## src/rtl/vga_timing_gen.sv

```systemverilog
// Parametrised VGA raster generator: sync/DE timing, logical pixel requests and aligned colour output.
// Optional VGA_TIMING_TESTPATTERN_EN replaces pix_in with an internal 8-bar colour pattern.
module vga_timing_gen #(
  parameter int H_ACTIVE    = 640,
  parameter int H_FP        = 16,
  parameter int H_SYNC      = 96,
  parameter int H_BP        = 48,
  parameter int V_ACTIVE    = 480,
  parameter int V_FP        = 10,
  parameter int V_SYNC      = 2,
  parameter int V_BP        = 33,
  parameter int H_REPEAT    = 1,
  parameter int V_REPEAT    = 1,
  parameter bit HSYNC_POL   = 1'b0,
  parameter bit VSYNC_POL   = 1'b0,
  parameter int COLOR_BITS  = 4,
  parameter int PIX_LATENCY = 1,
  parameter int FC_W        = 8,
  localparam int XW = (H_ACTIVE / H_REPEAT > 1) ? $clog2(H_ACTIVE / H_REPEAT) : 1,
  localparam int YW = (V_ACTIVE / V_REPEAT > 1) ? $clog2(V_ACTIVE / V_REPEAT) : 1
) (
  input  logic                      clk_25_175,
  input  logic                      reset,
  output logic                      req_valid,
  output logic [XW-1:0]             req_x,
  output logic [YW-1:0]             req_y,
  input  logic [3*COLOR_BITS-1:0]   pix_in,
  output logic [COLOR_BITS-1:0]     r,
  output logic [COLOR_BITS-1:0]     g,
  output logic [COLOR_BITS-1:0]     b,
  output logic                      hsync,
  output logic                      vsync,
  output logic                      de,
  output logic                      line_start,
  output logic                      frame_start,
  output logic [FC_W-1:0]           frame_count
);
  localparam int H_TOT  = H_ACTIVE + H_FP + H_SYNC + H_BP;
  localparam int V_TOT  = V_ACTIVE + V_FP + V_SYNC + V_BP;
  localparam int HCW    = $clog2(H_TOT);
  localparam int VCW    = $clog2(V_TOT);
  localparam int HS_ON  = H_ACTIVE + H_FP;
  localparam int HS_OFF = HS_ON + H_SYNC;
  localparam int VS_ON  = V_ACTIVE + V_FP;
  localparam int VS_OFF = VS_ON + V_SYNC;
  localparam int CB     = COLOR_BITS;
`ifdef VGA_TIMING_TESTPATTERN_EN
  localparam int CW     = 8;
  localparam int BAR_W  = H_ACTIVE / 8;
  localparam int BCW    = (BAR_W > 1) ? $clog2(BAR_W) : 1;
`else
  localparam int CW     = 5;
`endif
  // Control word layout: {bar[2:0] (pattern only), frame_start, line_start, vsync, hsync, de}
  localparam logic [CW-1:0] CTL_IDLE = {{(CW-3){1'b0}}, !VSYNC_POL, !HSYNC_POL, 1'b0};

  logic [HCW-1:0] hcnt_q, hcnt_d;
  logic [VCW-1:0] vcnt_q, vcnt_d;
  logic [2:0]     hsub_q, hsub_d, vsub_q, vsub_d;
  logic [XW-1:0]  lx_q, lx_d;
  logic [YW-1:0]  ly_q, ly_d;
  logic           h_wrap, v_wrap, h_act, v_act, act;
  logic [CW-1:0]  ctl_d;
  logic [CW-1:0]  pipe_q [PIX_LATENCY+1];
  logic [CW-1:0]  tail;

  assign h_wrap = (hcnt_q == HCW'(H_TOT - 1));
  assign v_wrap = (vcnt_q == VCW'(V_TOT - 1));
  assign h_act  = (hcnt_q < HCW'(H_ACTIVE));
  assign v_act  = (vcnt_q < VCW'(V_ACTIVE));
  assign act    = h_act && v_act;
  assign tail   = pipe_q[PIX_LATENCY];

`ifdef VGA_TIMING_TESTPATTERN_EN
  logic [BCW-1:0] bsub_q, bsub_d;
  logic [2:0]     bar_q, bar_d;
  logic           unused_pix;
  assign unused_pix = ^pix_in;
`endif

  always_comb begin
    hcnt_d = h_wrap ? '0 : hcnt_q + 1'b1;
    vcnt_d = vcnt_q;
    hsub_d = hsub_q;
    lx_d   = lx_q;
    vsub_d = vsub_q;
    ly_d   = ly_q;
    if (h_wrap) vcnt_d = v_wrap ? '0 : vcnt_q + 1'b1;
    // Logical x restarts at the last active clock so blanking always presents x=0.
    if (h_wrap || hcnt_q == HCW'(H_ACTIVE - 1)) begin
      hsub_d = '0;
      lx_d   = '0;
    end else if (h_act) begin
      if (hsub_q == 3'(H_REPEAT - 1)) begin
        hsub_d = '0;
        lx_d   = lx_q + 1'b1;
      end else begin
        hsub_d = hsub_q + 1'b1;
      end
    end
    if (h_wrap) begin
      if (v_wrap || vcnt_q == VCW'(V_ACTIVE - 1)) begin
        vsub_d = '0;
        ly_d   = '0;
      end else if (v_act) begin
        if (vsub_q == 3'(V_REPEAT - 1)) begin
          vsub_d = '0;
          ly_d   = ly_q + 1'b1;
        end else begin
          vsub_d = vsub_q + 1'b1;
        end
      end
    end
  end

`ifdef VGA_TIMING_TESTPATTERN_EN
  always_comb begin
    bsub_d = bsub_q;
    bar_d  = bar_q;
    if (h_wrap || hcnt_q == HCW'(H_ACTIVE - 1)) begin
      bsub_d = '0;
      bar_d  = '0;
    end else if (h_act) begin
      if (bsub_q == BCW'(BAR_W - 1)) begin
        bsub_d = '0;
        bar_d  = bar_q + 1'b1;
      end else begin
        bsub_d = bsub_q + 1'b1;
      end
    end
  end

  always_ff @(posedge clk_25_175) begin
    if (!reset) begin
      bsub_q <= '0;
      bar_q  <= '0;
    end else begin
      bsub_q <= bsub_d;
      bar_q  <= bar_d;
    end
  end
`endif

  always_comb begin
    ctl_d    = CTL_IDLE;
    ctl_d[0] = act;
    ctl_d[1] = (hcnt_q >= HCW'(HS_ON) && hcnt_q < HCW'(HS_OFF)) ? HSYNC_POL : !HSYNC_POL;
    ctl_d[2] = (vcnt_q >= VCW'(VS_ON) && vcnt_q < VCW'(VS_OFF)) ? VSYNC_POL : !VSYNC_POL;
    ctl_d[3] = act && (hcnt_q == '0);
    ctl_d[4] = act && (hcnt_q == '0) && (vcnt_q == '0);
`ifdef VGA_TIMING_TESTPATTERN_EN
    ctl_d[7:5] = bar_q;
`endif
  end

  // Stage 0: raster counters and registered pixel request
  always_ff @(posedge clk_25_175) begin
    if (!reset) begin
      hcnt_q    <= '0;
      vcnt_q    <= '0;
      hsub_q    <= '0;
      vsub_q    <= '0;
      lx_q      <= '0;
      ly_q      <= '0;
      req_valid <= 1'b0;
      req_x     <= '0;
      req_y     <= '0;
    end else begin
      hcnt_q    <= hcnt_d;
      vcnt_q    <= vcnt_d;
      hsub_q    <= hsub_d;
      vsub_q    <= vsub_d;
      lx_q      <= lx_d;
      ly_q      <= ly_d;
      req_valid <= act;
      req_x     <= act ? lx_q : '0;
      req_y     <= act ? ly_q : '0;
    end
  end

  // Stages 1..PIX_LATENCY: control delay matching the frame-source fetch latency
  always_ff @(posedge clk_25_175) begin
    if (!reset) begin
      for (int i = 0; i <= PIX_LATENCY; i++) pipe_q[i] <= CTL_IDLE;
    end else begin
      pipe_q[0] <= ctl_d;
      for (int i = 1; i <= PIX_LATENCY; i++) pipe_q[i] <= pipe_q[i-1];
    end
  end

  // Output stage: colour captured alongside the aligned control word
  always_ff @(posedge clk_25_175) begin
    if (!reset) begin
      de          <= 1'b0;
      hsync       <= !HSYNC_POL;
      vsync       <= !VSYNC_POL;
      line_start  <= 1'b0;
      frame_start <= 1'b0;
      frame_count <= '0;
      r           <= '0;
      g           <= '0;
      b           <= '0;
    end else begin
      de          <= tail[0];
      hsync       <= tail[1];
      vsync       <= tail[2];
      line_start  <= tail[3];
      frame_start <= tail[4];
      frame_count <= frame_count + FC_W'(tail[4]);
`ifdef VGA_TIMING_TESTPATTERN_EN
      r <= (tail[0] && tail[5]) ? '1 : '0;
      g <= (tail[0] && tail[6]) ? '1 : '0;
      b <= (tail[0] && tail[7]) ? '1 : '0;
`else
      r <= tail[0] ? pix_in[CB-1:0]      : '0;
      g <= tail[0] ? pix_in[2*CB-1:CB]   : '0;
      b <= tail[0] ? pix_in[3*CB-1:2*CB] : '0;
`endif
    end
  end

endmodule

```

## config.mk

```make
export PLATFORM = sky130hd
export DESIGN_NAME = vga_timing_gen
export DESIGN_NICKNAME = d
export VERILOG_FILES = /design/src/rtl/vga_timing_gen.sv
export SDC_FILE = /design/constraint.sdc
export NUM_CORES = 1
export LEC_CHECK = 0
export BUFFER_PORTS_ARGS = -buffer_cell sky130_fd_sc_hd__buf_4
export CORE_MARGIN = 3
export CORE_UTILIZATION = 40
export DETAILED_ROUTE_END_ITERATION = 8
export GPL_TIMING_DRIVEN = 0
export SLEW_MARGIN = 5
export SYNTH_ARGS = -nofsm -noshare
export SYNTH_HDL_FRONTEND = slang
export SYNTH_SLANG_ARGS = --single-unit
```

## constraint.sdc

```tcl
create_clock -name clk_25_175 -period 2.82 [get_ports clk_25_175]
set_input_delay 0.705 -clock clk_25_175 [delete_from_list [all_inputs] [get_ports clk_25_175]]
set_output_delay 0.705 -clock clk_25_175 [all_outputs]
set_load 0.005 [all_outputs]
```

==> metrics.cfg, run 1 <==
[status]
status=completed

[worst_setup_path]
r2r_start=hcnt_q[0]$_SDFF_PP0_
worstRegToRegCells=7
arrival_ns=2.48
rrSetupSlack_ns=0.60
slowest_delay_ns=0.49
endpoint_kind=flop
critPathKind=reg2reg
timing.rr.end=lx_q[1]$_SDFFE_PP0P_
cp_top_family=simple AND/OR/NAND/NOR gates
cp_max_fo=10
critical_path_required_ns=3.08
worstSetupStartpointType=flop
worstPathCellList=ha_1 -> clkbuf_1 -> nand4_2 -> nand2_1 -> a41o_1 -> buf_2 -> nor2_1
worstPathBufferInverterCount=2
slowest_stage=dfxtp_1

[layout]
diodes=0
final_cells=611
drive_above_1_share=0.1805
nets=503
area_delta_synth_final_pct=20.58
finish.utilization=0.5053
multi_input_area_sq_um=1812
nFillCells=923
ff_latch_area_sq_um=1982

[sta]
period_needed_ns=2.221
hold_ws_ns=0.4068
max_slew_margin=0.5978
tightest_slew_ns=0.5993
setup_slack_ns=0.5987
fmax_mhz=450.2
rsz0062_at_grt=false
setup_tns_ns=0
hold_viol=0
setup_viol=0
period_share=0.7877
drv_slew=0
skew_ns=0.01039

[place]
gp_congestion=0.8054
placed_cells=595
place_hpwl_um=5546
place_ws_ns=0.5625
io_buffer_count=57

[synthesis]
ys_types=41
yosysSeqAreaShare=0.5046
yosysWarnings=0
async_flop_share=0
synth_edf_count=0
avgSynthCellArea_sq_um=9.603
ys_seq_elements=99
syn_nets=435
postSynthCellCount=409
syn_area_sq_um=3928
synth_ff_type=dfxtp_1

[die]
die_h_um=105.1
dieArea_sq_um=11040
fp.dieW_um=105.1
ios=59
row_count=35
coreArea_sq_um=9371
floorplan.initialDensity=0.4191

[routing]
drc=0
ant_nets=0
avgRoutedWirePerCell_um=12.75
firstDrtPassIters=4
drtIter0Drc=112
vias=2964
wl_um=7790
viasPerCell=4.851

[grt]
grt_pass1_vias=2814
antenna_found_initial=0
grt.overflow.total=0
grt_pass1_wl_um=13290
grt_max_degree=19
track_usage=0.1462

[job]
drv_cap=0

[cts]
cts-resized-gates=0
clk_pin_slew_ns=0.10
cts_setup_buffers=0
root_buffer=clkbuf_8
hold_buffers=0
clockBufferDepth=2
cts_tree=built
insertion_delay_ns=0.36
htreeDepth=3
cts.sinks=99
numCtsBuffers=9

[power]
p_leak_uw=0.001955
power.ir.vdd_worst_v=0.0002504
power_density_nw_per_um2=526.8

[min_path]
whs_path_depth=1
holdCritStartpoint=pipe_q[0][7]$_SDFF_PN1_
hold-path-endpoint=vsync$_SDFF_PN1_
holdCritPathClass=reg2reg

metal layers:
metal | wire length [um] | GRT usage
met1 | 3893 | 0.1963
met3 | 430 | 0.04818
met4 | 82 | 0.04686
met5 | 0 | 0
met2 | 3383 | 0.2218
area by class of cell:
type	count	area share
buffer	21	0.02114
clock buffer	10	0.02906
clock inverter	6	0.01717
inverter	9	0.007133
multi-input combinational	280	0.3826
sequential	99	0.4185
tap	129	0.03408
timing repair buffer	57	0.09036
synthesized netlist by cell type, types with 2 or more instances:
master	n	share of area
dfxtp_1	99	0.50
and2_1	40	0.064
nand2_1	28	0.027
nor2_1	28	0.027
and3_1	26	0.041
nand3_1	20	0.025
xnor2_1	16	0.036
xor2_1	15	0.033
nand4_1	14	0.022
a21oi_1	13	0.017
clkbuf_1	13	0.012
ha_1	12	0.038
o22ai_1	10	0.016
inv_1	9	0.0086
nor3_1	7	0.0089
nand2b_1	6	0.0096
buf_2	5	0.0064
nor2b_1	4	0.0064
or3b_1	4	0.0089
a21boi_0	3	0.0057
and4_1	3	0.0067
nand4b_1	3	0.0067
nor4_1	3	0.0048
nor4b_1	3	0.0067
o21ai_1	3	0.0038
buf_4	2	0.0038
nand3b_1	2	0.0038
nand4_2	2	0.0064
o21ai_0	2	0.0025
or3_1	2	0.0032
or4_1	2	0.0038
power breakdown:
group	internal, uW	total [uW]	switching (uW)
clock network	451	962	511
logic	46.8	94.3	47.5
registers	1420	1440	17.2
total	1920	2490	576
stage by stage:
stage / power [uW] / cell area (sq um)
floorplan: 1515 / 3928
global placement: 1564 / 4517
detailed placement: 1566 / 4517
CTS: 2532 / 4736
global route: 2601 / 4736
finish: 2495 / 4736
how the worst max path moves through the flow:
stage,from,endpoint,depth (start not counted)
6_report,hcnt_q[0]$_SDFF_PP0_,lx_q[1]$_SDFFE_PP0P_,7
5_1_grt,hcnt_q[0]$_SDFF_PP0_,lx_q[0]$_SDFFE_PP0P_,7
4_1_cts,hcnt_q[0]$_SDFF_PP0_,lx_q[1]$_SDFFE_PP0P_,7
3_5_place_dp,reset,vsub_q[0]$_SDFFE_PN0P_,5
3_3_place_gp,reset,vsub_q[0]$_SDFFE_PN0P_,5
2_1_floorplan,hcnt_q[0]$_SDFF_PP0_,vcnt_q[8]$_SDFFE_PN0P_,7
registers in the layout, summed over array words and instances, names as in the netlist, 4 cells and up:
| signal | count |
|---|---|
| b | 4 |
| frame_count | 8 |
| g | 4 |
| hcnt_q | 10 |
| lx_q | 10 |
| ly_q | 9 |
| pipe_q | 10 |
| r | 4 |
| req_x | 10 |
| req_y | 9 |
| vcnt_q | 10 |
worst reg2reg max path: stages (launching register included):
cell and delay (ns):
dfxtp_1 0.49, ha_1 0.20, clkbuf_1 0.31, nand4_2 0.31, nand2_1 0.28, a41o_1 0.20, buf_2 0.25, nor2_1 0.08
cell usage in the layout, fill, tap and decap left out, types with 4 or more instances in the layout:
cell / instances
ha_1: 12
dfxtp_1: 99
and2_1: 40
nand4_1: 14
buf_2: 5
nor2b_1: 4
buf_4: 59
clkbuf_1: 13
nor2_1: 28
a21oi_1: 13
or3b_1: 4
nand2b_1: 6
inv_1: 9
nand3_1: 20
xnor2_1: 16
clkbuf_8: 10
nand2_1: 28
o22ai_1: 10
and3_1: 26
nor3_1: 7
xor2_1: 15
cell families after synthesis:
kind of cell | count (synthesis) | share of synthesized area
xor gates and xnor gates | 31 | 0.06913
and+or+nand+nor | 202 | 0.2979
adders and majority gates | 12 | 0.03823
buffers and inverters | 30 | 0.03409
DFF | 99 | 0.5046
muxes | 1 | 0.002549
AOI/OAI and AO/OA | 34 | 0.05352
No activity file was read; power rests on OpenSTA's default activity.
==> inputs of run 2 (changes only) <==
--- a/config.mk
+++ b/config.mk
@@ -5,6 +5,7 @@
 export SDC_FILE = /design/constraint.sdc
 export NUM_CORES = 1
 export LEC_CHECK = 0
+export ABC_AREA = 1
 export BUFFER_PORTS_ARGS = -buffer_cell sky130_fd_sc_hd__buf_4
 export CORE_MARGIN = 3
 export CORE_UTILIZATION = 40
==> constraint.sdc (replaced) <==
create_clock -name clk_25_175 -period 2.3 [get_ports clk_25_175]
set_input_delay 0.575 -clock clk_25_175 [delete_from_list [all_inputs] [get_ports clk_25_175]]
set_output_delay 0.575 -clock clk_25_175 [all_outputs]
set_load 0.005 [all_outputs]
==> run 2 against run 1 <==
  * Clock power rose by 30%
  * Sequential power up 22%
  * Worst setup slack better by 0.0090 ns
  * Non-clock buffer count decreased by 9
==> metrics.cfg, run 2 <==
[synthesis]
async_flop_share=0
postSynthCellCount=518
synth_edf_count=0
syn_area_sq_um=4143
yosys.area.top_type=dfxtp_1
synth_commonest_cells=99 x dfxtp_1, 89 x nor2_1, 76 x inv_1, 75 x nand2_1, 34 x nand3_1
ys_seq_elements=99
avgSynthCellArea_sq_um=7.998
synth_ff_type=dfxtp_1
synth.area.top_cells=dfxtp_1 48%, nor2_1 8.1%, inv_1 6.9%
synth_top_cell_area_share=0.4784
yosysSeqAreaShare=0.4784
synth_most_common_cell=dfxtp_1
ys_types=42
syn_nets=544
yosysWarnings=0

[worst_setup_path]
worstSetupStartpointType=flop
cp_max_fo=6
critical_path_required_ns=2.53
arrival_ns=1.92
critPathKind=reg2reg
endpoint_kind=flop

[power]
power_density_nw_per_um2=630.5
clockPowerShare=0.399
seq_power_share=0.560
pwr-share-comb=0.041
p_sw_frac=0.2175
p_leak_uw=0.002178
p_sw_uw=681.7
power.ir.vdd_worst_v=0.0002715
power.internal_uw=2452
p_total_uw=3134

[cts]
numCtsBuffers=9
cts_tree=built
cts-resized-gates=0
clockBufferDepth=2
clk_pin_slew_ns=0.09
hold_buffers=0
htreeDepth=3
root_buffer=clkbuf_8
cts.sinks=99
cts_setup_buffers=0
insertion_delay_ns=0.36

[die]
dieArea_sq_um=11610
row_count=36
die_h_um=107.8
fp.dieW_um=107.8
ios=59
coreArea_sq_um=9910
floorplan.initialDensity=0.4181

[sta]
fmax_mhz=590.9
setup_viol=0
skew_ns=0.01418
hold_viol=0
setup_tns_ns=0
period_share=0.7358
rsz0062_at_grt=false
hold_ws_ns=0.4186
max_slew_margin=0.6670
period_needed_ns=1.692
drv_slew=0
tightest_slew_ns=0.4995

[layout]
nets=613
diodes=0
final_cells=725
layout_common_cells=99 x dfxtp_1, 89 x nor2_1, 76 x inv_1
drive_above_1_share=0.2027
area_delta_synth_final_pct=19.99
final_common_cell=dfxtp_1

[grt]
use_met2=0.2353
grt.overflow.total=0
grt_use_met3=0.02579
grtUsageMet1=0.1814
grt_pass1_vias=3017
grt_max_degree=17
grt_pass1_wl_um=13480
track_usage=0.1421
antenna_found_initial=0
busiest_layer=met2

[routing]
viasPerCell=4.541
drc=0
avgRoutedWirePerCell_um=10.84
drtIter0Drc=107
firstDrtPassIters=5
ant_nets=0
wl_um=7861
vias=3292

[job]
drv_cap=0

[min_path]
holdCritPathClass=reg2reg

[place]
gp_congestion=0.8675
io_buffer_count=58
placed_cells=709
place_hpwl_um=5842

[status]
status=completed

run 2: final timing paths:
path	startpoint	to	slack, ns	cells after the start
worst max-delay path	hcnt_q[0]$_SDFF_PP0_	ly_q[5]$_SDFFE_PN0P_	0.61	8
worst min-delay path	pipe_q[0][6]$_SDFF_PN1_	hsync$_SDFF_PN1_	0.42	1
worst max register to register	hcnt_q[0]$_SDFF_PP0_	ly_q[5]$_SDFFE_PN0P_	0.61	8
worst min register to register	pipe_q[0][6]$_SDFF_PN1_	hsync$_SDFF_PN1_	0.42	1
run 2: cells by family (layout without fill, tap and decap cells):
group,after synthesis,after routing,synth area share
XOR/XNOR,14,14,0.02960
flip-flops,99,99,0.4784
adder cells (fa/ha/maj),12,12,0.03624
AND/OR/NAND/NOR,253,253,0.2936
AO/OA/AOI/OAI,44,44,0.06313
buffers and inverters,96,170,0.09907
run 2: per-stage QoR:
step | cell area, sq um | util | worst slack [ns]
after floorplan | 4143 | - | 0.8763
after global placement | 4745 | 0.4788 | 0.6277
after detailed placement | 4745 | 0.4788 | 0.6028
after CTS | 4971 | 0.5016 | 0.5761
after global routing | 4971 | 0.5016 | 0.3668
final | 4971 | 0.5016 | 0.6076
run 2: worst max-delay path, stage by stage, from the launching register on:
cell and delay, ns:
dfxtp_1 0.39, ha_1 0.20, nand2_1 0.09, nor2_2 0.18, nand4_2 0.21, inv_2 0.17
nand3_1 0.16, nand2_1 0.10, a21oi_1 0.06
run 2: per-layer routing:
layer	wire length (um)	up-vias
met5	0	-
met4	98	0
met3	456	10
met2	3535	75
met1	3769	1449
li1	-	1758
run 2: area by class of cell:
class | instances | area (sq um)
Sequential cell | 99 | 1982
Multi-Input combinational cell | 323 | 1750
Timing Repair Buffer | 58 | 435.4
Inverter | 85 | 329.1
Clock buffer | 11 | 141.4
Buffer | 11 | 81.33
Clock inverter | 5 | 85.08
Fill cell | 1018 | 4938
Tap cell | 133 | 166.4
run 2: power groups by stage:
stage | clock, uW | combinational, uW | sequential [uW]
6_report | 1250 | 129 | 1760
5_1_grt | 1340 | 149 | 1760
4_1_cts | 1290 | 131 | 1760
3_5_place_dp | 0 | 131 | 1800
3_3_place_gp | 0 | 129 | 1790
2_1_floorplan | 0 | 71.0 | 1790
